File: src/rtl/dmem_pkg.sv
// dmem_pkg: shared FSM state type, MMIO register offsets and default MMIO window base
package dmem_pkg;
  typedef enum logic [1:0] {IDLE, RAM_RD, RESP} state_e;
  localparam logic [11:0] OFF_LED = 12'h000;
  localparam logic [11:0] OFF_SW = 12'h004;
  localparam logic [11:0] OFF_CYCLE = 12'h008;
  localparam logic [31:0] MMIO_BASE_DEFAULT = 32'hF000_0000;
endpackage

File: src/rtl/mmio_regs.sv
// mmio_regs: LED register, 2-flop switch synchronizer and free-running cycle counter
// Ports: clk, rst (async active-low); led_we_i/led_be_i/led_wdata_i write the LED
//        byte lanes; sw_i raw switches; led_o, sw_o (synchronized), cycle_o.
module mmio_regs (
  input  logic        clk,
  input  logic        rst,
  input  logic        led_we_i,
  input  logic [1:0]  led_be_i,
  input  logic [15:0] led_wdata_i,
  input  logic [15:0] sw_i,
  output logic [15:0] led_o,
  output logic [15:0] sw_o,
  output logic [31:0] cycle_o
);
  logic [15:0] led_q, led_d, sw_meta_q, sw_sync_q;
  logic [31:0] cyc_q;
  always_comb led_d = {led_we_i && led_be_i[1] ? led_wdata_i[15:8] : led_q[15:8],
                       led_we_i && led_be_i[0] ? led_wdata_i[7:0] : led_q[7:0]};
  always_ff @(posedge clk or negedge rst)
    if (!rst) begin
      led_q <= '0;
      sw_meta_q <= '0;
      sw_sync_q <= '0;
      cyc_q <= '0;
    end else begin
      led_q <= led_d;
      sw_meta_q <= sw_i;
      sw_sync_q <= sw_meta_q;
      cyc_q <= cyc_q + 32'd1;
    end
  assign led_o = led_q;
  assign sw_o = sw_sync_q;
  assign cycle_o = cyc_q;
endmodule

File: src/rtl/dmem_ctrl.sv
// dmem_ctrl: CPU data-memory controller decoding requests to RAM, MMIO or error
// Ports: clk, rst (async active-low); req_* request channel (ready only when idle);
//        rsp_* one-cycle response pulse; ram_* synchronous RAM port (1-cycle read);
//        led_out / sw_in board pins served through the MMIO window.
module dmem_ctrl import dmem_pkg::*; #(
  parameter int unsigned RAM_WORDS = 1024,
  parameter logic [31:0] MMIO_BASE = MMIO_BASE_DEFAULT
) (
  input  logic                         clk,
  input  logic                         rst,
  input  logic                         req_valid,
  output logic                         req_ready,
  input  logic                         req_we,
  input  logic [3:0]                   req_be,
  input  logic [31:0]                  req_addr,
  input  logic [31:0]                  req_wdata,
  output logic                         rsp_valid,
  output logic [31:0]                  rsp_rdata,
  output logic                         rsp_err,
  output logic                         ram_en,
  output logic [3:0]                   ram_we,
  output logic [$clog2(RAM_WORDS)-1:0] ram_addr,
  output logic [31:0]                  ram_wdata,
  input  logic [31:0]                  ram_rdata,
  output logic [15:0]                  led_out,
  input  logic [15:0]                  sw_in
);
  localparam int AW = $clog2(RAM_WORDS);
  state_e state_q;
  logic rsp_valid_q, rsp_err_q;
  logic [31:0] rsp_rdata_q, cycle, mmio_rdata;
  logic [15:0] sw_sync;
  logic [11:0] off;
  logic ram_hit, mmio_hit, reg_hit, err, accept, ram_acc, led_we;
  always_comb begin
    off = req_addr[11:0];
    ram_hit = req_addr < 32'(4 * RAM_WORDS);
    mmio_hit = req_addr[31:12] == MMIO_BASE[31:12];
    reg_hit = mmio_hit && (off == OFF_LED || off == OFF_SW || off == OFF_CYCLE);
    err = req_addr[1:0] != 2'b00 || !(ram_hit || reg_hit);
    // gating with rst keeps the RAM strobes quiet while reset is held
    accept = rst && req_valid && state_q == IDLE;
    ram_acc = accept && ram_hit && !err;
    led_we = accept && reg_hit && !err && req_we && off == OFF_LED;
    mmio_rdata = off == OFF_LED ? {16'h0, led_out} : off == OFF_SW ? {16'h0, sw_sync} : cycle;
  end
  mmio_regs u_mmio (
    .clk         (clk),
    .rst         (rst),
    .led_we_i    (led_we),
    .led_be_i    (req_be[1:0]),
    .led_wdata_i (req_wdata[15:0]),
    .sw_i        (sw_in),
    .led_o       (led_out),
    .sw_o        (sw_sync),
    .cycle_o     (cycle)
  );
  always_ff @(posedge clk or negedge rst)
    if (!rst) begin
      state_q <= IDLE;
      rsp_valid_q <= 1'b0;
      rsp_rdata_q <= '0;
      rsp_err_q <= 1'b0;
    end else begin
      case (state_q)
        IDLE: if (accept) begin
          // RAM reads wait one cycle for the RAM; everything else answers next cycle
          state_q <= ram_acc && !req_we ? RAM_RD : RESP;
          rsp_valid_q <= !(ram_acc && !req_we);
          rsp_rdata_q <= reg_hit && !err && !req_we ? mmio_rdata : 32'h0;
          rsp_err_q <= err;
        end
        RAM_RD: begin
          state_q <= RESP;
          rsp_valid_q <= 1'b1;
          rsp_rdata_q <= ram_rdata;
        end
        default: begin
          state_q <= IDLE;
          rsp_valid_q <= 1'b0;
        end
      endcase
    end
  assign req_ready = state_q == IDLE;
  assign ram_en = ram_acc;
  assign ram_we = ram_acc && req_we ? req_be : 4'h0;
  assign ram_addr = req_addr[AW+1:2];
  assign ram_wdata = req_wdata;
  assign rsp_valid = rsp_valid_q;
  assign rsp_rdata = rsp_rdata_q;
  assign rsp_err = rsp_err_q;
endmodule

File: config.mk
export PLATFORM = sky130hd
export DESIGN_NAME = dmem_ctrl
export DESIGN_NICKNAME = d
export VERILOG_FILES = /design/src/rtl/dmem_pkg.sv /design/src/rtl/mmio_regs.sv /design/src/rtl/dmem_ctrl.sv
export SDC_FILE = /design/constraint.sdc
export NUM_CORES = 1
export LEC_CHECK = 0
export CAP_MARGIN = 20
export CORE_MARGIN = 2
export CORE_UTILIZATION = 65
export CTS_BUF_LIST = sky130_fd_sc_hd__clkbuf_4 sky130_fd_sc_hd__clkbuf_8
export DETAILED_ROUTE_END_ITERATION = 12
export DONT_BUFFER_PORTS = 1
export PLACE_DENSITY = 0.84
export SYNTH_ARGS = -nofsm -noshare
export SYNTH_HDL_FRONTEND = slang
export SYNTH_SLANG_ARGS = --single-unit
File: constraint.sdc
create_clock -name clk -period 5.6 [get_ports clk]
set_input_delay 0.28 -clock clk [delete_from_list [all_inputs] [get_ports clk]]
set_output_delay 0.28 -clock clk [all_outputs]
set_load 0.05 [all_outputs]
# Word-level counts from Yosys, hierarchy flattened
# Cells that the tools add are included.
[op_classes]
reduce_logical = 29
add_sub_neg = 1
n_mux = 11
eq_ne = 5
magnitude_cmp = 1
[ops]
columns = ["cell", "n"]
rows = [
  ["$mux W32", 4],
  ["$pmux W32 S2", 1],
  ["$add A32 B1 Y32 const B", 1],
  ["$lt A32 B13 Y1 const B", 1],
  ["$eq A20 B20 Y1 const B", 1],
  ["$logic_and A1 B1 Y1", 15],
  ["$eq A12 B3 Y1 const B", 1],
  ["$eq A12 B4 Y1 const B", 1],
  ["$logic_not A12 Y1", 1],
  ["$logic_not A1 Y1", 4],
  ["$logic_or A1 B1 Y1", 4],
  ["$mux W2", 2],
  ["$mux W4", 1],
  ["$pmux W2 S2", 1],
  ["$reduce_and A2 Y1", 2],
  ["$reduce_bool A2 Y1", 2],
  ["$eq A2 B1 Y1 const B", 1],
  ["$logic_not A2 Y1", 1],
  ["$ne A2 B1 Y1 const B", 1],
  ["$pmux W1 S2", 1],
  ["$mux W1", 1],
]
[word_totals]
reg_bits = 116
output_inout_bits = 98
elab_cells = 56
in_bits = 120

# Longest topological paths before layout
[logic_depth]
ltp_word = 13
ltp_mapped = 7
ltp_nobuf = 5

# Modules after synthesis
# A second synthesis with hierarchy kept.
[hier_totals]
hier_cells = 435
area_unflattened_um2 = 5200.0
[by_module_without_submodules]
columns = ["module", "n_inst", "cells_per_inst", "seq_area_each_um2", "area_each_um2"]
rows = [
  ["mmio_regs", 1, 193, 2001.9, 2867.8],
  ["dmem_ctrl", 1, 242, 875.8, 2332.2],
]

# Least setup slack after synthesis
# OpenSTA, ideal clock, no wires.
[synth_timing]
path_type = "reg-to-output"
from = "register state_q[1]"
to = "output port ram_we[0]"
path_stages_with_launch = 5
setup_slack_ns = 2.660
n_path_buf = 0
t_arrival_ns = 2.660
required_time_ns = 5.320
cell_sequence = "dfrtp_1 -> and4bb_1 -> nand4_1 -> or3_1 -> nor3_1"
[synth_via]
elab_chain_len = 6
[synth_lines]
columns = ["item", "line", "text"]
rows = [
  ["start: declaration", "dmem_ctrl.sv:29", "state_e state_q;"],
  ["start signal: assignment", "dmem_ctrl.sv:68", "state_q <= ram_acc && !req_we ? RAM_RD : RESP;"],
  ["$logic_not A2 Y1", "dmem_ctrl.sv:42", "accept = rst && req_valid && state_q == IDLE;"],
  ["$logic_and A1 B1 Y1", "dmem_ctrl.sv:42", ""],
  ["$logic_and A1 B1 Y1 (2 in a row)", "dmem_ctrl.sv:43", "ram_acc = accept && ram_hit && !err;"],
  ["$logic_and A1 B1 Y1", "dmem_ctrl.sv:86", "assign ram_we = ram_acc && req_we ? req_be : 4'h0;"],
  ["$mux W4", "dmem_ctrl.sv:86", ""],
  ["end: declaration", "dmem_ctrl.sv:21", "output logic [3:0] ram_we,"],
]
# No other way between the ends.

# Worst setup path in the final report
# Ends and elaborated chain as after synthesis.

==> run_summary.xml <==
<?xml version="1.0" encoding="UTF-8"?>
<metrics>
  <group name="global_routing">
    <metric name="gr_util_met2" unit="">0.4101</metric>
    <metric name="gr-max-usage-layer" unit="">met2</metric>
    <metric name="global_route.usage.met1" unit="">0.3618</metric>
    <metric name="grt_first_pass_wirelength" unit="µm">17680</metric>
    <metric name="grt_max_degree" unit="">116</metric>
    <metric name="globalRouteMet3Util" unit="">0.09310</metric>
    <metric name="grt_util_all_layers" unit="">0.2672</metric>
    <metric name="grt_overflow_total" unit="">0</metric>
    <metric name="grt_pass1_vias" unit="">3496</metric>
    <metric name="antenna_found_initial" unit="">0</metric>
  </group>
  <group name="final_layout">
    <metric name="syn_to_final_growth" unit="%">9.447</metric>
    <metric name="final_std_cell_area_no_fill" unit="µm²">5741</metric>
    <metric name="layout.cells.non_filler" unit="">538</metric>
    <metric name="nNetsFinal" unit="">544</metric>
    <metric name="final_util" unit="">0.7390</metric>
    <metric name="post_route_cells_drive_above_1_share" unit="">0.1330</metric>
    <metric name="n_diodes" unit="">0</metric>
  </group>
  <group name="timing">
    <metric name="tns" unit="ns">0</metric>
    <metric name="rsz0062_at_grt" unit="">false</metric>
    <metric name="final.period_utilization" unit="">0.5678</metric>
    <metric name="worst_pin_slew" unit="ns">0.9201</metric>
    <metric name="report.final.setup_viol" unit="">0</metric>
    <metric name="skew" unit="ns">0.009491</metric>
    <metric name="fmax" unit="MHz">314.5</metric>
    <metric name="report.final.slew_viol_count" unit="">0</metric>
    <metric name="final.hold.worst_slack" unit="ns">0.02671</metric>
    <metric name="timing_hold_violations_final" unit="">0</metric>
    <metric name="relSlewSlack" unit="">0.3833</metric>
    <metric name="layout_min_cycle_time" unit="ns">3.180</metric>
  </group>
  <group name="pwr">
    <metric name="net-switching-power" unit="µW">393.2</metric>
    <metric name="total_leakage_power" unit="µW">0.002847</metric>
    <metric name="worst_ir_drop_vdd" unit="µV">217.7</metric>
    <metric name="switching_share" unit="">0.2490</metric>
    <metric name="internal_power" unit="µW">1186</metric>
    <metric name="seq_power_share" unit="">0.537</metric>
    <metric name="power.clock.fraction" unit="">0.427</metric>
    <metric name="comb_power_share" unit="">0.037</metric>
    <metric name="power_per_cell_area" unit="nW/µm²">275.1</metric>
  </group>
  <group name="floorplan">
    <metric name="core_area" unit="µm²">7767</metric>
    <metric name="die_area" unit="µm²">8804</metric>
    <metric name="chipWidth" unit="µm">93.83</metric>
    <metric name="fp.dieH" unit="µm">93.83</metric>
    <metric name="ios" unit="">218</metric>
    <metric name="initial_util" unit="">0.6753</metric>
    <metric name="num_rows" unit="">32</metric>
  </group>
  <group name="placement">
    <metric name="port-buffer-count" unit="">0</metric>
    <metric name="place_inst" unit="">470</metric>
    <metric name="placement.cell_area" unit="µm²">5000</metric>
    <metric name="place_congestion" unit="">0.7864</metric>
    <metric name="place.detailed.hpwl" unit="µm">7550</metric>
  </group>
  <group name="yosys">
    <metric name="yosys_register_bits" unit="">115</metric>
    <metric name="synth_seq_area_share" unit="">0.5487</metric>
    <metric name="synthesis.area_per_instance" unit="µm²">12.28</metric>
    <metric name="yosysTopAreaCell" unit="">dfrtp_1</metric>
    <metric name="async_flop_share" unit="">1.000</metric>
    <metric name="post_synth_most_frequent_cells" unit="">dfrtp_1 (115), buf_4 (44), nor4_1 (17)</metric>
    <metric name="synth-edff-count" unit="">0</metric>
    <metric name="mappedNetlistNets" unit="">548</metric>
    <metric name="netlist_instances" unit="">427</metric>
    <metric name="ys_top_cells_by_area" unit="">dfrtp_1 (55%), buf_4 (6.3%), mux2_4 (4.6%)</metric>
    <metric name="post_synth_instance_area" unit="µm²">5245</metric>
    <metric name="synth_largest_type_area_fraction" unit="">0.5487</metric>
    <metric name="synthDistinctLibCells" unit="">37</metric>
    <metric name="yosys_warning_total" unit="">0</metric>
    <metric name="synthFlopType" unit="">dfrtp_1</metric>
    <metric name="yosysMostFrequentCell" unit="">dfrtp_1</metric>
  </group>
  <group name="cts">
    <metric name="tritoncts.num_buffers" unit="">17</metric>
    <metric name="ctsLongestPathBuffers" unit="">2</metric>
    <metric name="cts.clk_slew.worst_paths" unit="ns">0.08</metric>
    <metric name="cts_tree" unit="">yes</metric>
    <metric name="clock_insertion_delay_worst_skew" unit="ns">0.41</metric>
    <metric name="cts_root_buffer" unit="">clkbuf_8</metric>
    <metric name="numClockSinks" unit="">115</metric>
    <metric name="cts_max_level" unit="">4</metric>
  </group>
  <group name="critical_path">
    <metric name="worstSetupPathType" unit="">flop to primary output</metric>
    <metric name="cp.arrival" unit="ns">2.90</metric>
    <metric name="timing.critical_path.to_type" unit="">primary output</metric>
    <metric name="maximum_fanout_count_along_the_critical_path" unit="">7</metric>
    <metric name="start_kind" unit="">flop</metric>
    <metric name="critical_path_required" unit="ns">5.32</metric>
  </group>
  <group name="outcome">
    <metric name="status" unit="">complete, no violations</metric>
  </group>
  <group name="job">
    <metric name="max_cap_viol_count" unit="">0</metric>
  </group>
  <group name="detailed_routing">
    <metric name="post_drt_wl_per_cell" unit="µm">20.95</metric>
    <metric name="dr_total_vias" unit="">3388</metric>
    <metric name="drc" unit="">0</metric>
    <metric name="drt-vias-per-instance" unit="">6.297</metric>
    <metric name="dr.first_iter.drc_count" unit="">232</metric>
    <metric name="antenna_left" unit="">0</metric>
    <metric name="totalWireLength" unit="µm">11270</metric>
    <metric name="drtPass1Iterations" unit="">4</metric>
  </group>
  <group name="min_path">
    <metric name="holdCritPathClass" unit="">input port to flop</metric>
  </group>
</metrics>
-- stage by stage --
step	total power, µW	worst slack, ns
6_report	1579	2.420
5_1_grt	1647	2.281
4_1_cts	1592	2.417
3_5_place_dp	883.1	2.878
3_3_place_gp	881.4	2.911
2_1_floorplan	961.8	2.660
-- what timing repair did --
action,in CTS,in global routing
hold buffers,34,1
setup buffers,0,0
hold endpoints to repair,147,1
gates resized for setup,0,0
-- critical path: stages, from the launching register on --
cell and delay, ns:
dfrtp_1 0.60, and4bb_1 0.39, nand4_1 0.26, or3_1 0.53
nor3_2 0.69
-- power by group through the flow --
stage | Sequential [µW] | Combinational, µW | Clock [µW]
5_1_grt | 848 | 64.1 | 734
3_3_place_gp | 862 | 19.1 | 0
2_1_floorplan | 862 | 99.8 | 0
3_5_place_dp | 864 | 19.6 | 0
4_1_cts | 847 | 56.9 | 688
6_report | 848 | 58.0 | 674
-- final cells by class --
cell class	count	area, µm²
Sequential cell	115	2878
Multi-Input combinational cell	245	1957
Tap cell	102	127.6
Clock buffer	17	234.0
Timing Repair Buffer	38	397.9
Inverter	6	22.52
Fill cell	508	2027
Clock inverter	15	123.9
-- logic make-up after synthesis --
group / synth area share
buf+inv: 0.07968
fa+ha+maj: 0.002385
flops: 0.5487
simple gates: 0.1145
xor+xnor: 0.05010
mux: 0.1107
compound gates: 0.09399
-- placed cells by master, fill, tap and decap left out, types with 3 or more instances in the layout --
cell             n
dlygate4sd3_1   34
xnor2_1         14
nor2_1           8
clkbuf_8        17
dfrtp_1        115
inv_6            6
a22o_1          16
nor3_1           5
a22oi_1         16
mux2_1          16
o21ai_1         16
nand3_1         14
and2_1           3
nor4_1          17
inv_1            6
and3_1           6
nand2_1         13
nand4_1         11
mux2_4          16
clkinvlp_4       5
a21o_1          16
and4_1           4
xor2_1          16
mux2i_1         16
-- layer usage --
metal  up-vias  wire length, µm  share of wire
met3        26              993          0.088
met2       190             5466           0.49
met1      1672             4649           0.41
li1       1500                -              -
met4         0              161          0.014
met5         -                0              0
-- final timing paths --
| kind | cells past startpoint | startpoint | slack, ns | to |
|---|---|---|---|---|
| setup / recovery | 4 | state_q[1] | 2.42 | ram_we[0] |
| hold / removal | 2 | ram_rdata[2] | 0.03 | rsp_rdata[2] |
| setup reg to reg | 4 | state_q[1] | 2.92 | u_mmio.led_o[15] |
| hold reg to reg | 0 | u_mmio.sw_meta_q[12] | 0.35 | u_mmio.sw_o[12] |
| max in group asynchronous | 2 | rst | 4.71 | u_mmio.cycle_o[8] |
| min in group asynchronous | 2 | rst | 0.49 | state_q[0] |
-- sequential cells by signal, indices dropped and copies added, names as in the netlist --
register and cells:
rsp_err 1, rsp_rdata 32, state_q 2, u_mmio.cycle_o 32
u_mmio.led_o 16, u_mmio.sw_meta_q 16, u_mmio.sw_o 16
No activity file was read; power rests on OpenSTA's default activity.
